**src/rtl/risc32_pkg.sv**
```systemverilog
// Shared architectural constants for the RV32 hazard scoreboard.
// Counter width is derived from the writeback latency.
package risc32_pkg;

  localparam int NREG   = 32;
  localparam int ADDR_W = 5;
  localparam int WB_LAT = 2;

  function automatic int cnt_w(input int lat);
    return $clog2(lat + 1);
  endfunction

endpackage

```
**src/rtl/risc_sb_counter.sv**
```systemverilog
// Per-register pending-write counter: load on issue, drain by one per
// cycle, cleared by flush or reset.
import risc32_pkg::*;

module risc_sb_counter #(
  parameter int LAT = WB_LAT,
  parameter int CW  = cnt_w(LAT)
) (
  input  logic clk1,
  input  logic rst,
  input  logic load,
  input  logic flush,
  output logic busy
);

  logic [CW-1:0] cnt;

  // Load wins over the drain so a rewrite restarts the full latency.
  always_ff @(posedge clk1 or posedge rst) begin
    if (rst) begin
      cnt <= '0;
    end else if (flush) begin
      cnt <= '0;
    end else if (load) begin
      cnt <= CW'(LAT);
    end else if (cnt != '0) begin
      cnt <= cnt - CW'(1);
    end
  end

  assign busy = (cnt != '0);

endmodule

```
**src/rtl/risc_hazard_scoreboard.sv**
```systemverilog
// RAW hazard scoreboard: stalls issue while a source register still
// has a write in flight, and counts the stall cycles.
module risc_hazard_scoreboard #(
  parameter int NREG    = risc32_pkg::NREG,
  parameter int ADDR_W  = risc32_pkg::ADDR_W,
  parameter int WB_LAT  = risc32_pkg::WB_LAT,
  parameter int STALL_W = 16
) (
  input  logic               clk1,
  input  logic               rst,
  input  logic               issue_valid,
  output logic               issue_ready,
  input  logic [ADDR_W-1:0]  rs_addr,
  input  logic [ADDR_W-1:0]  rt_addr,
  input  logic               rs_used,
  input  logic               rt_used,
  input  logic [ADDR_W-1:0]  rd_addr,
  input  logic               rd_we,
  input  logic               halted,
  input  logic               flush,
  output logic [NREG-1:0]    busy_mask,
  output logic [STALL_W-1:0] stall_count
);

  localparam int CW = risc32_pkg::cnt_w(WB_LAT);

  logic            hazard;
  logic            accept;
  logic [NREG-1:1] load;

  // Sources are checked against the state before this instruction's load.
  always_comb begin
    hazard = 1'b0;
    if (rs_used && rs_addr != '0 && busy_mask[rs_addr])
      hazard = 1'b1;
    if (rt_used && rt_addr != '0 && busy_mask[rt_addr])
      hazard = 1'b1;
  end

  assign issue_ready = !hazard && !halted && !flush;
  assign accept      = issue_valid && issue_ready;

  always_comb begin
    load = '0;
    if (accept && rd_we && rd_addr != '0)
      load[rd_addr] = 1'b1;
  end

  assign busy_mask[0] = 1'b0;

  for (genvar i = 1; i < NREG; i++) begin : g_reg
    risc_sb_counter #(
      .LAT(WB_LAT),
      .CW (CW)
    ) u_cnt (
      .clk1 (clk1),
      .rst  (rst),
      .load (load[i]),
      .flush(flush),
      .busy (busy_mask[i])
    );
  end

  always_ff @(posedge clk1 or posedge rst) begin
    if (rst) begin
      stall_count <= '0;
    end else if (issue_valid && hazard && !halted && !flush
                 && stall_count != '1) begin
      stall_count <= stall_count + STALL_W'(1);
    end
  end

endmodule

```
**config.mk**
```make
export PLATFORM = sky130hd
export DESIGN_NAME = risc_hazard_scoreboard
export DESIGN_NICKNAME = d
export VERILOG_FILES = /design/src/rtl/risc32_pkg.sv /design/src/rtl/risc_sb_counter.sv /design/src/rtl/risc_hazard_scoreboard.sv
export SDC_FILE = /design/constraint.sdc
export NUM_CORES = 1
export LEC_CHECK = 0
export ABC_AREA = 1
export BUFFER_PORTS_ARGS = -buffer_cell sky130_fd_sc_hd__buf_2
export CORE_AREA = 2 2 142 89
export CTS_BUF_LIST = sky130_fd_sc_hd__clkbuf_4
export DETAILED_ROUTE_END_ITERATION = 8
export DIE_AREA = 0 0 144 91
export PLACE_DENSITY_LB_ADDON = 0.3
export SLEW_MARGIN = 5
export SYNTH_ARGS = -nofsm -noshare
export SYNTH_HDL_FRONTEND = slang
export SYNTH_HIERARCHICAL = 1
export SYNTH_SLANG_ARGS = --single-unit
```
**constraint.sdc**
```tcl
create_clock -name clk1 -period 3.6 [get_ports clk1]
set_input_delay 0.18 -clock clk1 [delete_from_list [all_inputs] [get_ports clk1]]
set_output_delay 0.18 -clock clk1 [all_outputs]
set_load 0.01 [all_outputs]
```
==> results.md, run 1 <==
* Gate Count Post-Synth at 898
* CTS tree: yes
* Post-synthesis net count at 953
* Tcrit/Tclk final at 77.7%
* Global route hottest layer: met1
* Clock power share at 12.7%
* Most used cell along the critical path: inv_1
* Global-route wire length before repair at 24,400 um
* Commonest non-fill, non-tap cell in the layout: inv_1
* Status: finished, final reports clean
* Final Setup Violations at 0
* Bufs on Longest Clock Path at 2
* TNS Setup at 0 ns
* GRT met2 Usage at 31.9%
* Nets at 1,020
* Commonest cells after routing, fill and taps aside: 207 x inv_1, 205 x nor2_1, 175 x nand2_1
* Minimum clock period at 2.80 ns
* Crit path cell chain: inv_1 > ha_1 > inv_1 > inv_1 > o21ai_0 > nand2_1 > nand3_1 > nor2_1 > nand2_1 > nand3_2 > nand2_2 > nor3_1 > buf_2
* Pre-CTS setup slack at 1.03 ns
* Vias in the first global route at 5,036
* Fill cells at 1,224
* Post-route insts no fill at 1,135
* N_diodes at 0
* Gpl congestion at 0.959
* Footprint of the multi-input gates at 2870 sq um
* CP Data Arrival Time at 2.62 ns
* Startpoint Class: flip-flop
* CP max stage cell: dfrtp_1
* Final Max Tran Viols at 0
* GRT met3 Usage at 5.91%
* Int Pwr at 2450 uW
* GRT Residual Overflow at 0
* Initial Utilization at 49.0%
* Initial DRC count at 384
* Max VDD drop at 333 uV
* Die area at 13,100 sq um
* Dpl hpwl at 10,900 um
* Synth Cell Area at 5750 sq um
* Avg WL per Cell at 12.6 um
* Final Util at 54.2%
* Avg Vias per Cell at 4.78
* Post-synthesis register bit count at 78
* WS Path Type: flip-flop to primary output
* Initial antenna violation count at 1
* 1st-pass router iterations at 5
* CTS root buf: clkbuf_4
* Crit-path max FO at 21
* Fmax at 0.358 GHz
* Reg area at 1950 sq um
* Area delta synth->final at 10.7%
* Pin count of the biggest net entering global routing at 36
* PwrDens at 729 nW/um^2
* Port buffer count at 70
* Clock skew at 0.0123 ns
* Reg power frac at 29.7%
* DRC at 0
* CTS Sinks at 78
* Headroom to the max-slew limit at 51.3%
* Std cell rows at 31
* ANT nets after route at 0
* Ports at 72
* Leakage at 0.00358 uW
* Cell variety after synth at 29
* Post-CTS sizing at 0
* Sw Share at 47.3%
* Setup Buffers After CTS at 0
* Comb power frac at 57.6%
* Die Span Y at 91 um
* Post-synthesis sequential area ratio at 33.9%
* Worst setup EP type: primary output
* Htree depth at 3
* Tot GR Track Use at 23.4%
* Worst Tran Pin Value at 0.730 ns
* Layout cells sized above 1 at 11.0%
* Avg Cell Area, Syn at 6.41 sq um
* Switch Pwr at 2200 uW
* Post-Route WL at 14,300 um
* CP required at 3.42 ns
* Die W at 144 um
* Fin. Hold Viols at 0
* Num CTS Buffers at 9
* Setup WS post-layout at 0.804 ns
* Unrepaired setup endpoints after global routing: no
* Clock Pin Slew Worst Setup and Hold Paths at 0.12 ns
* Placed Cells at 1,118
* CTS Hold Bufs at 1
* Met1 capacity usage during global routing at 36.0%
* Synthesis warning total at 6
* Total of max-cap violations at 0
* Vias at 5,430
* Core Footprint at 11,800 sq um
* Hold crit path type: input port to flip-flop
* Clock Latency Late Sink at 0.46 ns
* Critical Path Max Stage Delay at 0.40 ns
[layer usage]
metal / vias to the layer above / part of all wire (%)
met1: 2352 / 51
li1: 2849 / -
met2: 204 / 39
met5: - / 0
met4: 0 / 1.9
met3: 25 / 8.2
[cells in the mapped netlist, drive strengths merged]
| master | count | share of area (%) |
|---|---|---|
| nor4 | 3 | 0.33 |
| nand3 | 66 | 6.0 |
| xor2 | 7 | 1.1 |
| xnor2 | 4 | 0.61 |
| nand4 | 19 | 2.3 |
| nor3 | 34 | 3.7 |
| a21oi | 1 | 0.087 |
| inv | 211 | 14 |
| o211ai | 2 | 0.26 |
| nor3b | 1 | 0.13 |
| dfrtp | 78 | 34 |
| nand2 | 176 | 12 |
| buf | 16 | 2.3 |
| clkbuf | 3 | 0.20 |
| o21ai | 37 | 3.2 |
| ha | 32 | 7.0 |
| or2 | 2 | 0.22 |
| conb | 1 | 0.065 |
| nor2 | 205 | 13 |
[critical path: cells and delay by family, from the launching register on]
kind                     cells  cell delay [ns]
AO/OA/AOI/OAI                1             0.09
AND/OR/NAND/NOR              7             0.98
flip-flops                   1             0.40
buffers and inverters        4             0.47
adder cells (fa/ha/maj)      1             0.22
[state kept, by name (all words and copies together), names as in the netlist]
register     count
g.u_cnt/cnt     62
stall_count     16
[power by group through the flow]
stage | clock (uW) | combinational [uW] | sequential, uW
after floorplan | 0 | 1940 | 1360
final | 590 | 2670 | 1380
after global placement | 0 | 2600 | 1390
after global routing | 653 | 3130 | 1420
after detailed placement | 0 | 2660 | 1390
after CTS | 617 | 2680 | 1370
[path summary, 6_finish.rpt]
path,cells past startpoint,slack (ns),startpoint,to
worst min-delay path,2,0.27,flush,g_reg[17].u_cnt/cnt[1]
max in group asynchronous,4,2.52,rst,stall_count[2]
min in group asynchronous,4,0.38,rst,g_reg[17].u_cnt/cnt[0]
worst max register to register,15,0.95,g_reg[16].u_cnt/cnt[0],g_reg[28].u_cnt/cnt[0]
worst max-delay path,13,0.80,g_reg[16].u_cnt/cnt[0],issue_ready
worst min register to register,2,0.53,stall_count[5],stall_count[5]
[kinds of logic after synthesis]
kind of cell             synth area share (%)
AO/OA/AOI/OAI                            3.57
adder cells (fa/ha/maj)                  6.96
AND/OR/NAND/NOR                          37.6
other                                  0.0652
XOR/XNOR                                 1.67
buffers and inverters                    16.3
flip-flops                               33.9
[layout make-up]
class | instances | area share [%]
multi-input combinational | 590 | 45.1
sequential | 78 | 30.6
inverter | 211 | 12.4
timing repair buffer | 75 | 6.13
tap | 165 | 3.24
clock inverter | 7 | 1.39
clock buffer | 9 | 1.06
[per-stage QoR]
step	hold slack, ns	power [uW]	instance area [sq um]
CTS	0.245	4670	6370
floorplan	-0.0788	3310	5750
global route	0.287	5200	6370
finish	0.271	4640	6370
global placement	0.347	3990	6200
detailed placement	0.342	4050	6200
No activity file was read; power rests on OpenSTA's default activity.
==> run 2: changes to the inputs <==
==> constraint.sdc (replaced) <==
create_clock -name clk1 -period 2.6 [get_ports clk1]
set_input_delay 0.13 -clock clk1 [delete_from_list [all_inputs] [get_ports clk1]]
set_output_delay 0.13 -clock clk1 [all_outputs]
set_load 0.01 [all_outputs]
==> run 2 against run 1 <==
Against the previous run:
- total power grew 43%
- flip-flop and latch count unchanged
- routed wire length grew 2.7%
- final area grew 3.8%
==> results.md, run 2 (synthesis gave the netlist of run 1 again) <==
* Initial antenna violation count at 1 (unchanged)
* Tot GR Track Use at 22.8% (-0.69 points)
* Switch Pwr at 3080 uW (+40%)
* Area delta synth->final at 14.9%
* CTS root buf: clkbuf_4
* Ports at 72 (unchanged)
* Worst setup EP type: primary output
* Fin. Hold Viols at 0 (unchanged)
* GRT Residual Overflow at 0 (unchanged)
* Top reg by flops: g.u_cnt/cnt
* Largest register FFs at 62 (unchanged)
* Tcrit/Tclk final at 96.0%
* Initial DRC count at 325 (-15%)
* R2R Path Start: g_reg[13].u_cnt/cnt[0]
* Status: finished, final reports clean
* DRC at 0 (unchanged)
* Setup WS post-layout at 0.103 ns (-0.701 ns)
* Die W at 144 um (unchanged)
* CTS tree: yes
* Total of max-cap violations at 0 (unchanged)
* Gpl congestion at 0.962 (+0.27%)
* Commonest cells after routing, fill and taps aside: 205 x nor2_1, 201 x inv_1, 175 x nand2_1
* Sw Share at 46.4% (-0.86 points)
* Worst Hold Endpoint: g_reg[5].u_cnt/cnt[1]
* Num CTS Buffers at 9 (unchanged)
* Headroom to the max-slew limit at 53.8% (+2.5 points)
* Clock Pin Slew Worst Setup and Hold Paths at 0.13 ns (about the same)
* Pin count of the biggest net entering global routing at 33 (-8.3%)
* Largest regs: g.u_cnt/cnt: 62 flops, stall_count: 16 flops
* Nets at 1,030 (+0.98%)
* Final Max Tran Viols at 0 (unchanged)
* TNS Setup at 0 ns (unchanged)
* Layout cells sized above 1 at 15.1% (+4.1 points)
* WS Path Type: flip-flop to primary output
* Htree depth at 3 (unchanged)
* Vias in the first global route at 4,814 (-4.4%)
* Clock Latency Late Sink at 0.44 ns (-0.02 ns)
* Comb power frac at 58.9% (+1.3 points)
* Max VDD drop at 578 uV (+74%)
* Hold Slack at 0.217 ns (-0.0541 ns)
* Initial Utilization at 49.0% (unchanged)
* Core Footprint at 11,800 sq um (unchanged)
* Vias at 5,545 (+2.1%)
* Reg power frac at 28.6% (-1.1 points)
* Dpl hpwl at 10,900 um (+0.14%)
* CP required at 2.47 ns (-0.95 ns)
* Post-DP Area at 6240 sq um (+0.69%)
* Avg Vias per Cell at 4.84 (+1.2%)
* Clock power share at 12.5% (-0.2 points)
* Fmax at 0.401 GHz
* Final Setup Violations at 0 (unchanged)
* Post-Route WL at 14,600 um (+2.7%)
* Commonest non-fill, non-tap cell in the layout: nor2_1
* Int Pwr at 3560 uW (+45%)
* Bufs on Longest Clock Path at 2 (unchanged)
* CP Data Arrival Time at 2.37 ns (-0.25 ns)
* Leakage at 0.00364 uW (+1.7%)
* Finished Cell Area at 6610 sq um (+3.8%)
* Minimum clock period at 2.50 ns
* Unrepaired setup endpoints after global routing: yes
* Pre-CTS setup slack at 0.201 ns (-0.833 ns)
* Clock skew at 0.0157 ns (+0.00342 ns)
* PwrDens at 1000 nW/um^2 (+38%)
* Hold crit path type: input port to flip-flop
* Reg2reg end: g_reg[4].u_cnt/cnt[1]
* Avg WL per Cell at 12.8 um (+1.8%)
* Final Util at 56.3% (+2.1 points)
* 1st-pass router iterations at 8 (+3)
* CTS Sinks at 78 (unchanged)
* Port buffer count at 70 (unchanged)
* Min-Delay Path Depth at 3 (+1)
* FF-to-FF path depth at 17 (+2)
* ANT nets after route at 0 (unchanged)
* Worst Tran Pin Value at 0.693 ns (-0.0370 ns)
* Crit-path max FO at 20 (-4.8%)
* Flop2flop setup slack at 0.23 ns (-0.72 ns)
* Std cell rows at 31 (unchanged)
* Die Span Y at 91 um (unchanged)
* Hold_sp: flush
* Global-route wire length before repair at 23,500 um (-3.7%)
* Die area at 13,100 sq um (unchanged)
* Startpoint Class: flip-flop
==> run 2: changes by cell type in the layout (fill, tap and decap cells not counted), moves of 7 or more <==
cell,before,now
nor3_2,8,17
buf_4,4,11
nor3_1,26,17
ha_1,32,18
ha_2,0,10
==> run 2: critical path: stages, from the launching register on <==
cell and delay, ns:
dfrtp_1 0.40, inv_1 0.08, ha_2 0.20, inv_1 0.09
inv_1 0.08, nand2_1 0.06, nand3_1 0.08, nand3_1 0.10
nand3_1 0.10, nand3_1 0.08, nand3_2 0.13, nand2_4 0.08
buf_12 0.16, nor3_2 0.12, buf_2 0.15
==> run 2: cell type report <==
class | count | area (sq um)
antenna | 1 | 2.50
clock buffer | 11 | 82.6
clock inverter | 4 | 72.6
fill | 1168 | 5140
inverter | 211 | 792
multi-input combinational | 590 | 3000
sequential | 78 | 1950
tap | 165 | 206
timing repair buffer | 85 | 503
==> run 2: metal layers <==
metal  vias to the layer above  wire (um)  global-route usage (%)
li1                       2860          -                       -
met1                      2470       7230                    35.1
met2                       205       6000                    31.3
met3                        10       1300                    6.75
met4                         0        104                    4.33
met5                         -          0                       0
==> run 2: repair_timing <==
item | CTS | global route
endpoints found under the setup margin | 1 | 46
setup buffers | 0 | 6
hold endpoints to repair | 62 | 0
resized for setup | 1 | 38
pin swaps | 0 | 5
hold buffers | 1 | 0
==> run 2: metrics by stage <==
stage,cells,power [uW]
global route,1144,7380
detailed placement,1122,5600
floorplan,898,4580
CTS,1138,6450
global placement,1122,5530
finish,1145,6640
==> run 2: worst max-delay path by stage <==
stage	startpoint	cells past startpoint	slack [ns]	to
3_3_place_gp	g_reg[20].u_cnt/cnt[0]	15	0.23	g_reg[26].u_cnt/cnt[0]
3_5_place_dp	g_reg[5].u_cnt/cnt[0]	18	0.20	g_reg[26].u_cnt/cnt[0]
2_1_floorplan	g_reg[20].u_cnt/cnt[0]	16	0.61	g_reg[10].u_cnt/cnt[1]
6_report	g_reg[13].u_cnt/cnt[0]	14	0.10	issue_ready
4_1_cts	g_reg[20].u_cnt/cnt[0]	13	0.002	issue_ready
5_1_grt	g_reg[16].u_cnt/cnt[0]	14	-0.08	issue_ready
==> run 2: power groups by stage <==
| stage | combinational [uW] | sequential [uW] | clock, uW |
|---|---|---|---|
| global placement | 3610 | 1920 | 0 |
| CTS | 3700 | 1890 | 858 |
| floorplan | 2690 | 1880 | 0 |
| detailed placement | 3680 | 1920 | 0 |
| global route | 4520 | 1960 | 896 |
| finish | 3910 | 1900 | 829 |
==> run 3: changes to the inputs <==
--- a/config.mk
+++ b/config.mk
@@ -12,6 +12,7 @@
 export DETAILED_ROUTE_END_ITERATION = 8
 export DIE_AREA = 0 0 144 91
 export PLACE_DENSITY_LB_ADDON = 0.3
+export SETUP_SLACK_MARGIN = 0.3
 export SLEW_MARGIN = 5
 export SYNTH_ARGS = -nofsm -noshare
 export SYNTH_HDL_FRONTEND = slang
==> run 3 against run 2 <==
Against the previous run:
- setup slack better by 0.14 ns
- maximum frequency up 5.8%
- clock power up 0.5%
- utilization up 8.4 points
- register-to-register slack better by 0.04 ns
- non-clock buffer count up 50
- critical path depth unchanged
- clock skew up 0.0025 ns
- routed wire length up 13%
- count of clock-buffer cells in the layout unchanged
- final area up 15%
- global-route usage up 1.4 points
- critical path type unchanged
- largest cell class unchanged
- highest routed layer unchanged
==> results.md, run 3 (synthesis gave the netlist of run 1 again) <==
* Minimum clock period at 2.36 ns (-0.137 ns)
* Crit-path max FO at 4 (-80%)
* Die area at 13,100 sq um (unchanged)
* Core Footprint at 11,800 sq um (unchanged)
* CP required at 2.47 ns (about the same)
* Headroom to the max-slew limit at 47.5% (-6.3 points)
* Worst Tran Pin Value at 0.785 ns (+0.0921 ns)
* Dpl hpwl at 10,900 um (unchanged)
* Vias in the first global route at 5,054 (+5.0%)
* Avg Vias per Cell at 4.97 (+2.7%)
* Max VDD drop at 684 uV (+18%)
* WS Path Type: flip-flop to primary output
* Bufs on Longest Clock Path at 2 (unchanged)
* Largest regs: g.u_cnt/cnt: 62 flops, stall_count: 16 flops
* Initial DRC count at 439 (+35%)
* Top reg by flops: g.u_cnt/cnt
* Hold crit path type: input port to flip-flop
* Pin count of the biggest net entering global routing at 33 (unchanged)
* Final Max Tran Viols at 0 (unchanged)
* Clock Latency Late Sink at 0.44 ns (about the same)
* Port buffer count at 70 (unchanged)
* Initial antenna violation count at 1 (unchanged)
* Clock Pin Slew Worst Setup and Hold Paths at 0.13 ns (about the same)
* Avg WL per Cell at 13.8 um (+7.9%)
* Layout cells sized above 1 at 30.1% (+15 points)
* GRT Residual Overflow at 0 (unchanged)
* Die Span Y at 91 um (unchanged)
* Htree depth at 3 (unchanged)
* CTS root buf: clkbuf_4
* Die W at 144 um (unchanged)
* Largest register FFs at 62 (unchanged)
* Std cell rows at 31 (unchanged)
* Post-Route WL at 16,500 um (+13%)
* CTS Sinks at 78 (unchanged)
* Num CTS Buffers at 9 (unchanged)
* Leakage at 0.00415 uW (+14%)
* Status: finished, final reports clean
* Fin. Hold Viols at 0 (unchanged)
* Tcrit/Tclk final at 90.8% (-5.3 points)
* CTS tree: yes
* DRC at 0 (unchanged)
* Initial Utilization at 49.0% (unchanged)
* Final Util at 64.6% (+8.4 points)
* Gpl congestion at 0.962 (unchanged)
* Total of max-cap violations at 0 (unchanged)
* CP Data Arrival Time at 2.23 ns (-0.14 ns)
* Commonest cells after routing, fill and taps aside: 205 x nor2_1, 169 x nand2_1, 134 x inv_1
* Final Setup Violations at 0 (unchanged)
* ANT nets after route at 0 (unchanged)
* Vias at 5,944 (+7.2%)
* Nets at 1,080 (+4.9%)
* 1st-pass router iterations at 6 (-2)
* Commonest non-fill, non-tap cell in the layout: nor2_1
* TNS Setup at 0 ns (unchanged)
* Global-route wire length before repair at 24,900 um (+5.8%)
* PwrDens at 1060 nW/um^2 (+5.5%)
* Tot GR Track Use at 24.2% (+1.4 points)
* Area delta synth->final at 32.0%
* Fmax at 0.424 GHz (+5.8%)
* Startpoint Class: flip-flop
* Clock skew at 0.0182 ns (+0.00252 ns)
* Worst setup EP type: primary output
* Fill cells at 1,035 (-11%)
* Ports at 72 (unchanged)
* Unrepaired setup endpoints after global routing: yes
-- run 3: cell count changes in the layout (fill, tap and decap cells not counted), moves of 15 or more --
cell / delta
buf_4: +44
ha_1: -17
ha_4: +22
inv_1: -67
inv_2: +62
nor3_1: -15
nor3_4: +22
-- run 3: critical path, cell delays in order, from the launching register on --
cell     delay [ns]
dfrtp_1        0.40
inv_1          0.08
ha_2           0.20
inv_1          0.08
inv_1          0.08
nand2_1        0.06
nand3_1        0.11
nand3_1        0.08
nand3_1        0.08
nand2_1        0.09
nand3_4        0.10
nand2_4        0.07
buf_12         0.13
nor3_4         0.08
buf_2          0.14
-- run 3: layout make-up --
| class | count | area (sq um) | area share [%] |
|---|---|---|---|
| sequential | 78 | 1950 | 25.7 |
| clock buffer | 11 | 82.6 | 1.09 |
| antenna | 1 | 2.50 | 0.0329 |
| clock inverter | 4 | 72.6 | 0.955 |
| inverter | 211 | 805 | 10.6 |
| timing repair buffer | 135 | 935 | 12.3 |
| multi-input combinational | 590 | 3540 | 46.6 |
| tap | 165 | 206 | 2.72 |
-- run 3: metal layers --
metal	vias up	wire, um	track usage (%)	share of wire [%]
met3	20	1370	6.96	8.3
li1	2969	-	-	-
met4	0	150	4.74	0.91
met1	2734	7690	36.1	47
met2	221	7280	34.8	44
met5	-	0	0	0
-- run 3: power breakdown --
group          total [uW]  switching (uW)  internal [uW]
combinational        5250            2910           2340
clock                 833             428            405
sequential           1960             295           1660
total                8040            3630           4410
-- run 3: through the flow --
stage	cell area [sq um]	setup WS, ns	hold WS (ns)	power, uW	std cells
floorplan	5750	0.609	-0.129	4580	898
global placement	6240	0.228	0.321	5530	1122
detailed placement	6240	0.201	0.320	5600	1122
CTS	6890	0.236	0.205	7180	1157
global route	7590	0.0858	0.206	8820	1194
finish	7600	0.240	0.226	8040	1195
-- run 3: repair_timing --
action,in CTS,in global routing
endpoints found under the setup margin,45,77
cloned,1,1
hold buffers,1,0
endpoints found under the hold margin,62,0
pin swaps,27,40
buffers inserted,18,36
gates resized for setup,88,125
-- run 3: final timing paths --
check / slack (ns) / startpoint / to / depth (start not counted)
max: 0.24 / g_reg[11].u_cnt/cnt[0] / issue_ready / 14
min: 0.23 / flush / g_reg[14].u_cnt/cnt[1] / 3
max reg2reg: 0.27 / g_reg[12].u_cnt/cnt[1] / g_reg[26].u_cnt/cnt[0] / 17
min reg2reg: 0.53 / stall_count[1] / stall_count[1] / 2
max in group asynchronous: 1.49 / rst / stall_count[1] / 3
min in group asynchronous: 0.40 / rst / g_reg[21].u_cnt/cnt[0] / 3
